**src/rtl/stream_source_fifo.sv**
```systemverilog
// stream_source_fifo: first-word-fall-through FIFO that feeds a valid/ready
// stream. The write side has no backpressure, so writes that arrive while the
// FIFO is full and nothing drains are dropped.
// Optional feature: define STREAM_FIFO_DROP_CNT_EN to add a saturating 16-bit
// drop_count output.
module stream_source_fifo #(
  parameter int DEPTH = 4,
  parameter int WIDTH = 8
) (
  input  logic                     clk,
  input  logic                     reset_n,
  input  logic                     wr_en,
  input  logic [WIDTH-1:0]         wr_data,
  input  logic                     flush,
  output logic                     stream_in_valid,
  output logic [WIDTH-1:0]         stream_in_data,
  input  logic                     stream_in_ready,
  output logic [$clog2(DEPTH):0]   level,
`ifdef STREAM_FIFO_DROP_CNT_EN
  output logic [15:0]              drop_count,
`endif
  output logic                     full
);

  localparam int AW = $clog2(DEPTH);
  localparam logic [AW:0] FULL_LEVEL = (AW+1)'(DEPTH);
  localparam logic [AW:0] ONE_LEVEL  = {{AW{1'b0}}, 1'b1};

  logic [WIDTH-1:0] mem [DEPTH];
  logic [AW-1:0]    wr_ptr;
  logic [AW-1:0]    rd_ptr;
  logic [AW-1:0]    rd_next;
  logic [AW:0]      level_q;
  logic [AW:0]      level_next;
  logic [WIDTH-1:0] data_q;
  logic [WIDTH-1:0] data_next;
  logic             transfer;
  logic             accept;
  logic             drop;

  assign stream_in_valid = (level_q != '0);
  assign full            = (level_q == FULL_LEVEL);
  assign level           = level_q;
  assign stream_in_data  = data_q;

  // Qualify the handshake and the write; flush overrides both sides.
  always_comb begin
    transfer = stream_in_valid && stream_in_ready && !flush;
    accept   = wr_en && !flush && (!full || transfer);
    drop     = wr_en && !flush && full && !transfer;
  end

  // Next occupancy, next head pointer and the word that will be at the head.
  // A freshly written word becomes the head when it lands exactly where the
  // read pointer ends up, i.e. the FIFO was empty or held only the word
  // being popped this edge.
  always_comb begin
    level_next = level_q;
    rd_next    = rd_ptr;
    data_next  = data_q;
    if (flush) begin
      level_next = '0;
    end else begin
      if (transfer) begin
        rd_next = rd_ptr + 1'b1;
      end
      if (accept && !transfer) begin
        level_next = level_q + ONE_LEVEL;
      end else if (transfer && !accept) begin
        level_next = level_q - ONE_LEVEL;
      end
      if (level_next != '0) begin
        if (accept && (wr_ptr == rd_next)) begin
          data_next = wr_data;
        end else begin
          data_next = mem[rd_next];
        end
      end
    end
  end

  // Storage array; deliberately not reset.
  always_ff @(posedge clk) begin
    if (accept) begin
      mem[wr_ptr] <= wr_data;
    end
  end

  // Pointers, occupancy and the registered head word.
  always_ff @(posedge clk or negedge reset_n) begin
    if (!reset_n) begin
      wr_ptr  <= '0;
      rd_ptr  <= '0;
      level_q <= '0;
      data_q  <= '0;
    end else if (flush) begin
      wr_ptr  <= '0;
      rd_ptr  <= '0;
      level_q <= '0;
    end else begin
      if (accept) begin
        wr_ptr <= wr_ptr + 1'b1;
      end
      rd_ptr  <= rd_next;
      level_q <= level_next;
      data_q  <= data_next;
    end
  end

`ifdef STREAM_FIFO_DROP_CNT_EN
  // Count dropped writes, saturating; only reset clears it.
  always_ff @(posedge clk or negedge reset_n) begin
    if (!reset_n) begin
      drop_count <= '0;
    end else if (drop && (drop_count != 16'hFFFF)) begin
      drop_count <= drop_count + 16'd1;
    end
  end
`else
  logic unused_drop;
  assign unused_drop = drop;
`endif

endmodule

```
**config.mk**
```make
export PLATFORM = sky130hd
export DESIGN_NAME = stream_source_fifo
export DESIGN_NICKNAME = d
export VERILOG_FILES = /design/src/rtl/stream_source_fifo.sv
export SDC_FILE = /design/constraint.sdc
export NUM_CORES = 1
export LEC_CHECK = 0
export BUFFER_PORTS_ARGS = -buffer_cell sky130_fd_sc_hd__buf_2
export CORE_UTILIZATION = 50
export DETAILED_ROUTE_END_ITERATION = 16
export PLACE_DENSITY_LB_ADDON = 0.2
export SETUP_SLACK_MARGIN = 0.1
export SLEW_MARGIN = 30
export SYNTH_ARGS = -nofsm -noshare
export SYNTH_HDL_FRONTEND = slang
export SYNTH_SLANG_ARGS = --single-unit
```
**constraint.sdc**
```tcl
create_clock -name clk -period 5.7 [get_ports clk]
set_input_delay 0.57 -clock clk [delete_from_list [all_inputs] [get_ports clk]]
set_output_delay 0.57 -clock clk [all_outputs]
set_load 0.05 [all_outputs]
```
After elaboration in Yosys (flattened, before gate mapping)
Memories as Yosys holds them, arrays and structs flattened. A register that Yosys moved wholly into a read port is not among the register bits.
Index checks and enable logic that the tools add are counted.
{ "classes": {"n_addsub": 4, "mul": 0, "n_div": 0, "magnitude_cmp": 0, "eq_ne": 1, "shifts": 0, "muxes": 11, "bitwise": 1, "n_reduce_logical": 16} }
{ "op_table": {"columns": ["cell", "count"], "rows": [
  ["$mux 3", 4],
  ["$mux 2", 5],
  ["$logic_and 1x1->1", 6],
  ["$reduce_bool 3->1", 2],
  ["$logic_not 1->1", 5],
  ["$add 2x1->2 const B", 2],
  ["$add 3x1->3 const B", 1],
  ["$eq 3x3->1 const B", 1],
  ["$sub 3x1->3 const B", 1],
  ["$mux 1", 2],
  ["$reduce_and 2->1", 1],
  ["$reduce_bool 2->1", 1],
  ["$logic_or 1x1->1", 1],
  ["$not 1->1", 1]
]} }
{ "totals": {"reg_bits": 7, "latchBits": 0, "ramBits": 32, "romBits": 0, "input_bits": 13, "word_cells": 37, "n_memories": 1} }
{ "mem_list": {"columns": ["name", "depth", "width", "rd", "rd_clocked_by_memory_dff", "wr", "line", "source"], "rows": [
  ["mem", 4, 8, 1, 1, 1, "29", "logic [WIDTH-1:0] mem [DEPTH];"]
]} }

Logic depth before layout (Yosys ltp)
Gate-level depths: netlist (run 1).
{ "depth": {"depth_word": 12, "depth_mapped": 10, "depth_no_buf": 9} }

Worst setup path before layout (run 1)
No wires, ideal clock.
{ "synth_path": {"path_kind": "register to register", "start": "register level_q[0], in the netlist level[0]", "end": "register data_q[0], in the netlist stream_in_data[0], read port of mem", "setup_time_ps": 128, "t_arrival_ps": 2758, "t_required_ps": 5572, "slack_ps": 2814, "path_stages_with_launch": 10, "path_buffers": 0, "path_cell_list": "dfrtp_1 > inv_1 > ha_1 > nor2b_4 > clkinv_4 > a21oi_2 > or4_4 > a31oi_4 > mux2_2 > mux2_1"} }
{ "synth_via": {"elab_chain_cells": 12, "elab_cells_between_ends": 20} }
{ "synth_rtl": {"columns": ["item", "line", "source"], "rows": [
  ["start, declared", "33", "logic [AW:0] level_q;"],
  ["start signal, assigned", "105", "level_q <= level_next;"],
  ["$reduce_bool 3->1", "41", "assign stream_in_valid = (level_q != '0);"],
  ["$logic_and 1x1->1 (2 in a row)", "48", "transfer = stream_in_valid && stream_in_ready && !flush;"],
  ["$logic_or 1x1->1", "49", "accept = wr_en && !flush && (!full || transfer);"],
  ["$logic_and 1x1->1", "49", null],
  ["$logic_not 1->1", "69", "end else if (transfer && !accept) begin"],
  ["$logic_and 1x1->1", "69", null],
  ["$mux 3", "69", null],
  ["$mux 3", "67", "if (accept && !transfer) begin"],
  ["$mux 3", "61", "if (flush) begin"],
  ["$reduce_bool 3->1", "72", "if (level_next != '0) begin"],
  ["$reduce_and 2->1 (no line)", null, null],
  ["end, declared", "35", "logic [WIDTH-1:0] data_q;"]
]} }
Parallel ways exist; a longest one is shown, timed or not. The select of a mux whose other input is x is not followed.
A chain may end at the register's enable or synchronous reset.

Worst setup path after layout (run 1)
{ "layout_path": {"start": "register level_q[1], in the netlist level[1]", "end": "register data_q[0], in the netlist stream_in_data[0], read port of mem"} }
The elaborated chain is that of the path after synthesis.

==> results.toml, run 1 <==
[logic_synthesis]
ys_seq_elements = 47
yosys_warnings = 0
synthCells = 215
synth_fp_nets = 235
yosysTopAreaCellShare_pct = 36.89
synth_edf_count = 32
synth_area_sq_um = 2605
synthSimpleGateAreaFrac_pct = 11.10
ys.flop_type = "edfxtp_1"
avgSynthCellArea_sq_um = 12.12
yosysMostFrequentCell = "edfxtp_1"
synth_xor_area_share_pct = 2.017
yosys.area.top_type = "edfxtp_1"
synthAdderAreaFrac_pct = 3.362
synth_area_leaders = "edfxtp_1, dfrtp_1, mux2_2, ha_1, o21ai_0"
synthMuxAreaShare_pct = 10.42
yosys.cell_types.count = 47
synth_compound_area_share_pct = 15.85
synth-seq-area-share_pct = 51.30
synthArstFlopShare_pct = 31.91
synth_top_family_by_area = "compound AO/OA/AOI/OAI gates"
ys_top_cells_by_count = "edfxtp_1, o21ai_0, dfrtp_1"

[worst_setup_path]
critPathRequiredTime_ns = 5.88
path_max_fanout = 21
arrival_ns = 3.23
cp-end-kind = "register"
criticalPathCategory = "reg -> reg"
start_kind = "register"
r2r_start = "level[1]"
startpoint = "level[1]"

[cts]
htree_levels = 2
clk_latency_ns = 0.30
clk_pin_slew_ns = 0.09
cts_hold_buf = 0
cts_made_buffers = 5
cts_tree = "built"
cts_sinks = 47
post_cts_resized = 0
ctsLongestPathBuffers = 2
postCtsSetupBuffers = 0
cts-root-buf = "clkbuf_8"

[pwr]
total_power_mw = 1.293
p_leak_nw = 1.023
ir_drop_uv = 264.1
powerDensity_nw_per_um2 = 463.9

[hold_path]
worst_hold_path_type = "in -> async"

[route]
via_count = 1706
viasPerCell = 5.687
detail_route.iter0.violations = 147
wl_per_cell_um = 16.68
routed_wl_mm = 5.005
drc = 0
detail-route-antenna-nets = 0
dr.pass1.iters = 4

[global_route]
grt_max_degree = 38
grt_first_pass_wirelength_mm = 8.176
globalRouteTotalUtil_pct = 20.78
overflow = 0
antenna_found_initial = 0
first_global_vias = 1619

[floorplanning]
dieArea_sq_um = 5503
fp.dieW_um = 74.18
die_y_um = 74.18
placementRows = 25
core_area_sq_um = 4880
start_util_pct = 53.38
pin_count = 26

[run_status]
outcome = "finished clean"

[placement]
dpl_cell_area_sq_um = 2701
dpl.cell_count = 292
routabilityCongestion = 0.8123
portBuffers = 25
dp_hpwl_mm = 3.335

[run]
maxCapViolCount = 0

[sta]
fin_skew_ns = 0.004960
hold_viol = 0
max_clock_freq_mhz = 328.5
grt_setup_unrepaired = "false"
fin_crit_ns = 3.044
setup-tns-final_ns = 0
worst_pin_slew_ns = 0.8774
relSlewSlack_pct = 41.50
slew_violations = 0
finalCritPeriodShare_pct = 53.40
setup_viol = 0

[cells_and_area]
diodes = 0
nets = 252
final_layout_size_suffix_gt1_share_pct = 24.89
filler_cell_count = 437
final_area_sq_um = 2788
finalNonFillerCells = 300
area_delta_synth_final_pct = 7.012
## metrics by stage
stage          util [%]  hold WS (ns)  setup WS [ns]
2_1_floorplan         -        0.2744          2.814
3_3_place_gp      55.36        0.4732          2.676
3_5_place_dp      55.36        0.4776          2.606
4_1_cts           57.10        0.1854          2.620
5_1_grt           57.13        0.1931          2.456
6_report          57.13        0.1734          2.656
## power by group
| group | internal [mW] | leakage, nW | switching (mW) |
|---|---|---|---|
| clock | 0.0861 | 0.0428 | 0.114 |
| sequential | 0.419 | 0.476 | 0.0481 |
| combinational | 0.220 | 0.505 | 0.407 |
| total | 0.725 | 1.02 | 0.568 |
## kinds of logic after synthesis
kind of cell,count (synthesis)
AND/OR/NAND/NOR,48
multiplexers,25
XOR/XNOR,6
flip-flops,47
buffers and inverters,25
AO/OA/AOI/OAI,57
adder cells (fa/ha/maj),7
## critical path: stages (launching register included)
cell,delay (ns)
dfrtp_1,0.42
inv_1,0.10
ha_1,0.28
nor2b_4,0.49
nor3_1,0.13
or4_4,0.45
a31oi_4,0.39
mux2_2,0.39
mux2_1,0.28
## final cells by class
type	instances	area, sq um	share of cell area [%]
timing repair buffer	25	125.1	4.488
clock inverter	2	12.51	0.4488
inverter	10	42.54	1.526
clock buffer	6	72.57	2.603
sequential	47	1338	47.98
tap	67	83.83	3.007
multi-input combinational	143	1114	39.95
## state kept, by name (all words and copies together), names as in the netlist
signal / cells
mem: 32
stream_in_data: 8
level: 3
rd_ptr: 2
wr_ptr: 2
## cell usage in the layout, fill, tap and decap left out, types with 8 or more instances in the layout
cell type	count
nor2_1	12
mux2i_1	8
inv_1	9
buf_2	25
edfxtp_1	32
mux2_2	13
o21ai_0	17
dfrtp_1	14
nor3_1	9
## routing by layer
metal  vias to the layer above  GRT usage (%)  wire length [um]
met5                         -              0                 0
met4                         0          8.120                96
met3                         7          4.065               204
met2                        45          33.43              2341
met1                       814          27.86              2362
li1                        840              -                 -
## path summary, 6_finish.rpt
kind,cells past startpoint,to,slack (ns)
worst max-delay path,8,stream_in_data[0],2.66
min in group clk,1,stream_in_data[6],0.49
worst min-delay path,1,stream_in_data[2],0.17
max in group asynchronous,1,rd_ptr[0],5.24
worst max register to register,8,stream_in_data[0],2.66
worst min register to register,1,stream_in_data[6],0.49
(Power assumes the default switching activity.)
==> inputs of run 2 (changes only) <==
==> constraint.sdc (replaced) <==
create_clock -name clk -period 2.8 [get_ports clk]
set_input_delay 0.28 -clock clk [delete_from_list [all_inputs] [get_ports clk]]
set_output_delay 0.28 -clock clk [all_outputs]
set_load 0.05 [all_outputs]
==> run 2 against run 1 <==
  * Die area is the same
  * Core utilization grew 2.7 points
  * Combinational power grew 130%
  * Sequential power grew 99%
  * Routed wire length grew 7.2%
  * Global-route usage grew 0.91 points
  * Cell area grew 4.7%
  * Non-clock buffer count grew 12
  * Critical path type unchanged
  * Largest power group unchanged
==> results.toml, run 2 (synthesis results as in run 1) <==
[run_status]
outcome = "finished clean"

[sta]
hold_viol = 0
setup_viol = 0
fin_skew_ns = 0.003528
setup-tns-final_ns = 0
max_clock_freq_mhz = 383.1
fin_crit_ns = 2.610
worst_pin_slew_ns = 0.5451
finalCritPeriodShare_pct = 93.21
relSlewSlack_pct = 63.66
slew_violations = 0
grt_setup_unrepaired = "false"
setup_ws_ns = 0.1900

[cells_and_area]
largest_reg_flops = 32
nets = 264
area_delta_synth_final_pct = 12.06
final_util_pct = 59.82
diodes = 0
layout_common_cells = "edfxtp_1, buf_2, o21ai_0, mux2_2, dfrtp_1"
top_register = "mem"
final_common_cell = "edfxtp_1"
final_layout_size_suffix_gt1_share_pct = 29.39

[cts]
htree_levels = 2
clk_pin_slew_ns = 0.09
clk_latency_ns = 0.30
cts_made_buffers = 5
cts_tree = "built"
cts_sinks = 47
ctsLongestPathBuffers = 2
cts-root-buf = "clkbuf_8"

[route]
viasPerCell = 5.622
detail-route-antenna-nets = 0
wl_per_cell_um = 17.20
drc = 0
via_count = 1754
dr.pass1.iters = 4
detail_route.iter0.violations = 120
routed_wl_mm = 5.367

[worst_setup_path]
critPathRequiredTime_ns = 2.98
path_cells = "inv_1 -> ha_2 -> nor2b_4 -> nor3_1 -> or4_4 -> a31oi_4 -> buf_12 -> mux2_2 -> mux2_1"
arrival_ns = 2.79
cp_top_family = "simple AND/OR/NAND/NOR gates"
slowest_stage = "or4_4"
cp-end-kind = "register"
crit_path_max_incr_delay_ns = 0.44
start_kind = "register"
crit_buf_inv = 2
path_max_fanout = 8
criticalPathCategory = "reg -> reg"

[global_route]
first_global_vias = 1677
antenna_found_initial = 0
grt_max_degree = 37
overflow = 0
globalRouteTotalUtil_pct = 21.69
grt_first_pass_wirelength_mm = 8.445

[floorplanning]
start_util_pct = 53.38
placementRows = 25
fp.dieW_um = 74.18
pin_count = 26
die_y_um = 74.18
core_area_sq_um = 4880
dieArea_sq_um = 5503

[placement]
dp_hpwl_mm = 3.640
routabilityCongestion = 0.7891
detailedPlace.worstSlack_ns = 0.1162
portBuffers = 25

[hold_path]
worst_hold_path_type = "in -> reg"

[run]
maxCapViolCount = 0

[pwr]
ir_drop_uv = 560.5
powerDensity_nw_per_um2 = 964.3
p_leak_nw = 1.093
total_power_mw = 2.815
## run 2: final timing paths
| path | end | start | slack (ns) | depth (start not counted) |
|---|---|---|---|---|
| setup reg to reg | stream_in_data[1] | level[0] | 0.19 | 9 |
| hold / removal | mem[0][5] | wr_data[5] | 0.20 | 1 |
| setup / recovery | stream_in_data[1] | level[0] | 0.19 | 9 |
| max in group asynchronous | level[1] | reset_n | 2.08 | 2 |
| hold reg to reg | stream_in_data[5] | stream_in_data[5] | 0.51 | 1 |
| min in group asynchronous | wr_ptr[0] | reset_n | 0.42 | 2 |
## run 2: metrics by stage
stage / std cells / instance area [sq um] / hold WS, ns
floorplan: 215 / 2608 / -0.01559
global placement: 301 / 2771 / 0.2162
detailed placement: 301 / 2771 / 0.2306
CTS: 310 / 2877 / 0.2009
global route: 312 / 2919 / 0.1976
finish: 312 / 2919 / 0.2048
## run 2: power by group
part / switching [mW] / internal (mW) / total [mW]
Clock: 0.228 / 0.203 / 0.431
Combinational: 0.891 / 0.566 / 1.46
Sequential: 0.0716 / 0.856 / 0.927
## run 2: what timing repair did
action | CTS | global route
hold buffers | 1 | 0
gates resized for setup | 0 | 1
buffers inserted | 0 | 2
endpoints found under the setup margin | 0 | 8
endpoints found under the hold margin | 15 | 0
## run 2: final cells by class
class | instances | area [sq um]
Clock buffer | 7 | 86.33
Clock inverter | 1 | 8.758
Fill cell | 413 | 1961
Inverter | 10 | 42.54
Multi-Input combinational cell | 143 | 1116
Sequential cell | 47 | 1339
Tap cell | 67 | 83.83
Timing Repair Buffer | 37 | 242.7
## run 2: worst reg2reg max path: stages (launching register included)
cell	delay, ns
dfrtp_2	0.43
inv_1	0.09
ha_2	0.24
nor2b_4	0.24
nor3_1	0.09
or4_4	0.44
a31oi_4	0.21
buf_12	0.16
mux2_2	0.32
mux2_1	0.28
## run 2: metal layers
layer | part of all wire (%) | GRT usage [%] | routed length [um]
met4 | 1.4 | 7.692 | 74
met2 | 48 | 34.34 | 2580
met5 | 0 | 0 | 0
met1 | 46 | 29.79 | 2460
met3 | 4.7 | 4.472 | 252
==> inputs of run 3 (changes only) <==
--- a/config.mk
+++ b/config.mk
@@ -6,7 +6,8 @@
 export NUM_CORES = 1
 export LEC_CHECK = 0
 export BUFFER_PORTS_ARGS = -buffer_cell sky130_fd_sc_hd__buf_2
-export CORE_UTILIZATION = 50
+export CORE_UTILIZATION = 30
+export CTS_BUF_LIST = sky130_fd_sc_hd__clkbuf_4 sky130_fd_sc_hd__clkbuf_8 sky130_fd_sc_hd__clkbuf_16
 export DETAILED_ROUTE_END_ITERATION = 16
 export PLACE_DENSITY_LB_ADDON = 0.2
 export SETUP_SLACK_MARGIN = 0.1
==> run 3 against run 2 <==
  * Largest power group unchanged
  * Critical endpoint is now stream_in_data[6]
  * Setup slack better by 0.043 ns
  * Sequential power is 0.5% lower
  * Register-to-register slack better by 0.04 ns
==> results.toml, run 3 (synthesis results as in run 1) <==
[run_status]
outcome = "finished clean"

[worst_setup_path]
slowest_stage = "or4_4"
cp-end-kind = "register"
cp_top_family = "simple AND/OR/NAND/NOR gates"
crit_path_max_incr_delay_ns = 0.49
crit_buf_inv = 3
startpoint = "level[0]"
arrival_ns = 2.77
critPathRequiredTime_ns = 3.00
r2r_start = "level[0]"
path_max_fanout = 8
start_kind = "register"
criticalPathCategory = "reg -> reg"
path_cells = "inv_1 -> ha_1 -> nor2b_4 -> clkinv_4 -> a21oi_2 -> or4_4 -> a31oi_4 -> buf_12 -> mux2_2 -> mux2_1"

[sta]
max_clock_freq_mhz = 389.6
fin_hold_ws_ns = 0.1942
setup-tns-final_ns = 0
worst_pin_slew_ns = 0.5699
setup_viol = 0
fin_skew_ns = 0.004850
relSlewSlack_pct = 61.61
fin_crit_ns = 2.567
setup_ws_ns = 0.2333
hold_viol = 0
grt_setup_unrepaired = "false"
finalCritPeriodShare_pct = 91.67
slew_violations = 0

[cts]
clk_pin_slew_ns = 0.10
cts-root-buf = "clkbuf_8"
ctsLongestPathBuffers = 2
htree_levels = 2
cts_made_buffers = 5
post_cts_resized = 0
cts_tree = "built"
clk_latency_ns = 0.31
cts_sinks = 47

[cells_and_area]
filler_cell_count = 829
diodes = 0
final_area_sq_um = 2973
finalNonFillerCells = 351
largest_reg_flops = 32
nets = 265
final_layout_size_suffix_gt1_share_pct = 29.67
final_common_cell = "edfxtp_1"
area_delta_synth_final_pct = 14.12
top_register = "mem"
final_util_pct = 35.82
layout_common_cells = "edfxtp_1, buf_2, o21ai_0, mux2_2, dfrtp_1"

[route]
via_count = 1791
wl_met1_mm = 2.735
top_layer_used = "met4"
dr.pass1.iters = 4
detail_route.iter0.violations = 93
viasPerCell = 5.103
routed-wl-met3_um = 321
wl_per_cell_um = 16.32
routed_wl_mm = 5.729
detail-route-antenna-nets = 0
wl_met2_mm = 2.594
drc = 0

[global_route]
grt_max_degree = 37
first_global_vias = 1690
overflow = 0
antenna_found_initial = 0
grt_first_pass_wirelength_mm = 9.453
globalRouteTotalUtil_pct = 14.01

[pwr]
powerDensity_nw_per_um2 = 951.7
ir_drop_uv = 465.7
p_leak_nw = 1.098
power_switching_mw = 1.230
total_power_mw = 2.829
p_int_mw = 1.599
seq_power_share_pct = 32.6
comb_power_share_pct = 51.5
p_sw_share_pct = 43.47
pwr-share-clk_pct = 15.9

[placement]
dpl.cell_count = 340
dpl_cell_area_sq_um = 2826
portBuffers = 25
routabilityCongestion = 0.7832
detailedPlace.worstSlack_ns = 0.2273
dp_hpwl_mm = 4.029

[floorplanning]
fp.dieW_um = 95.19
pin_count = 26
core_area_sq_um = 8299
start_util_pct = 31.39
dieArea_sq_um = 9060
die_y_um = 95.19
placementRows = 33

[run]
maxCapViolCount = 0

[hold_path]
hp-start = "wr_data[4]"
worst_hold_path_type = "in -> reg"
## run 3: cell types whose count changed in the layout (fill, tap and decap cells not counted), sizes merged
cell and change:
buf +1, clkbuf -2, clkinv -1, clkinvlp +1, inv +2
## run 3: area by class of cell
type | count | area, sq um | area share [%]
flip-flops and latches | 47 | 1339 | 45.03
multi-input cells | 143 | 1114 | 37.46
repair buffers | 38 | 250.2 | 8.418
well taps | 105 | 131.4 | 4.419
clock buffers | 5 | 68.82 | 2.315
inverters | 10 | 42.54 | 1.431
clock inverters | 3 | 27.53 | 0.9259
## run 3: power groups by stage
stage / Combinational, mW / Sequential (mW) / Clock (mW)
final: 1.46 / 0.922 / 0.450
after global routing: 1.59 / 0.934 / 0.489
after CTS: 1.40 / 0.925 / 0.460
after detailed placement: 1.40 / 0.939 / 0
after global placement: 1.39 / 0.935 / 0
after floorplan: 0.823 / 1.20 / 0
## run 3: final timing paths
| check | slack (ns) | depth (start not counted) | endpoint |
|---|---|---|---|
| worst max-delay path | 0.23 | 10 | stream_in_data[6] |
| worst min-delay path | 0.19 | 1 | mem[3][4] |
| worst max register to register | 0.23 | 10 | stream_in_data[6] |
| worst min register to register | 0.51 | 1 | stream_in_data[1] |
| max in group asynchronous | 2.11 | 2 | level[1] |
| min in group asynchronous | 0.40 | 2 | stream_in_data[4] |
## run 3: layer usage
metal  vias to the layer above  GRT usage [%]
met5                         -              0
met4                         0          4.293
li1                        864              -
met2                        55          20.42
met3                         5          2.711
met1                       867          20.77
## run 3: what timing repair did
| item | CTS | global route |
|---|---|---|
| setup buffers | 0 | 2 |
| hold buffers | 1 | 0 |
| endpoints found under the hold margin | 15 | 0 |
| endpoints found under the setup margin | 0 | 2 |
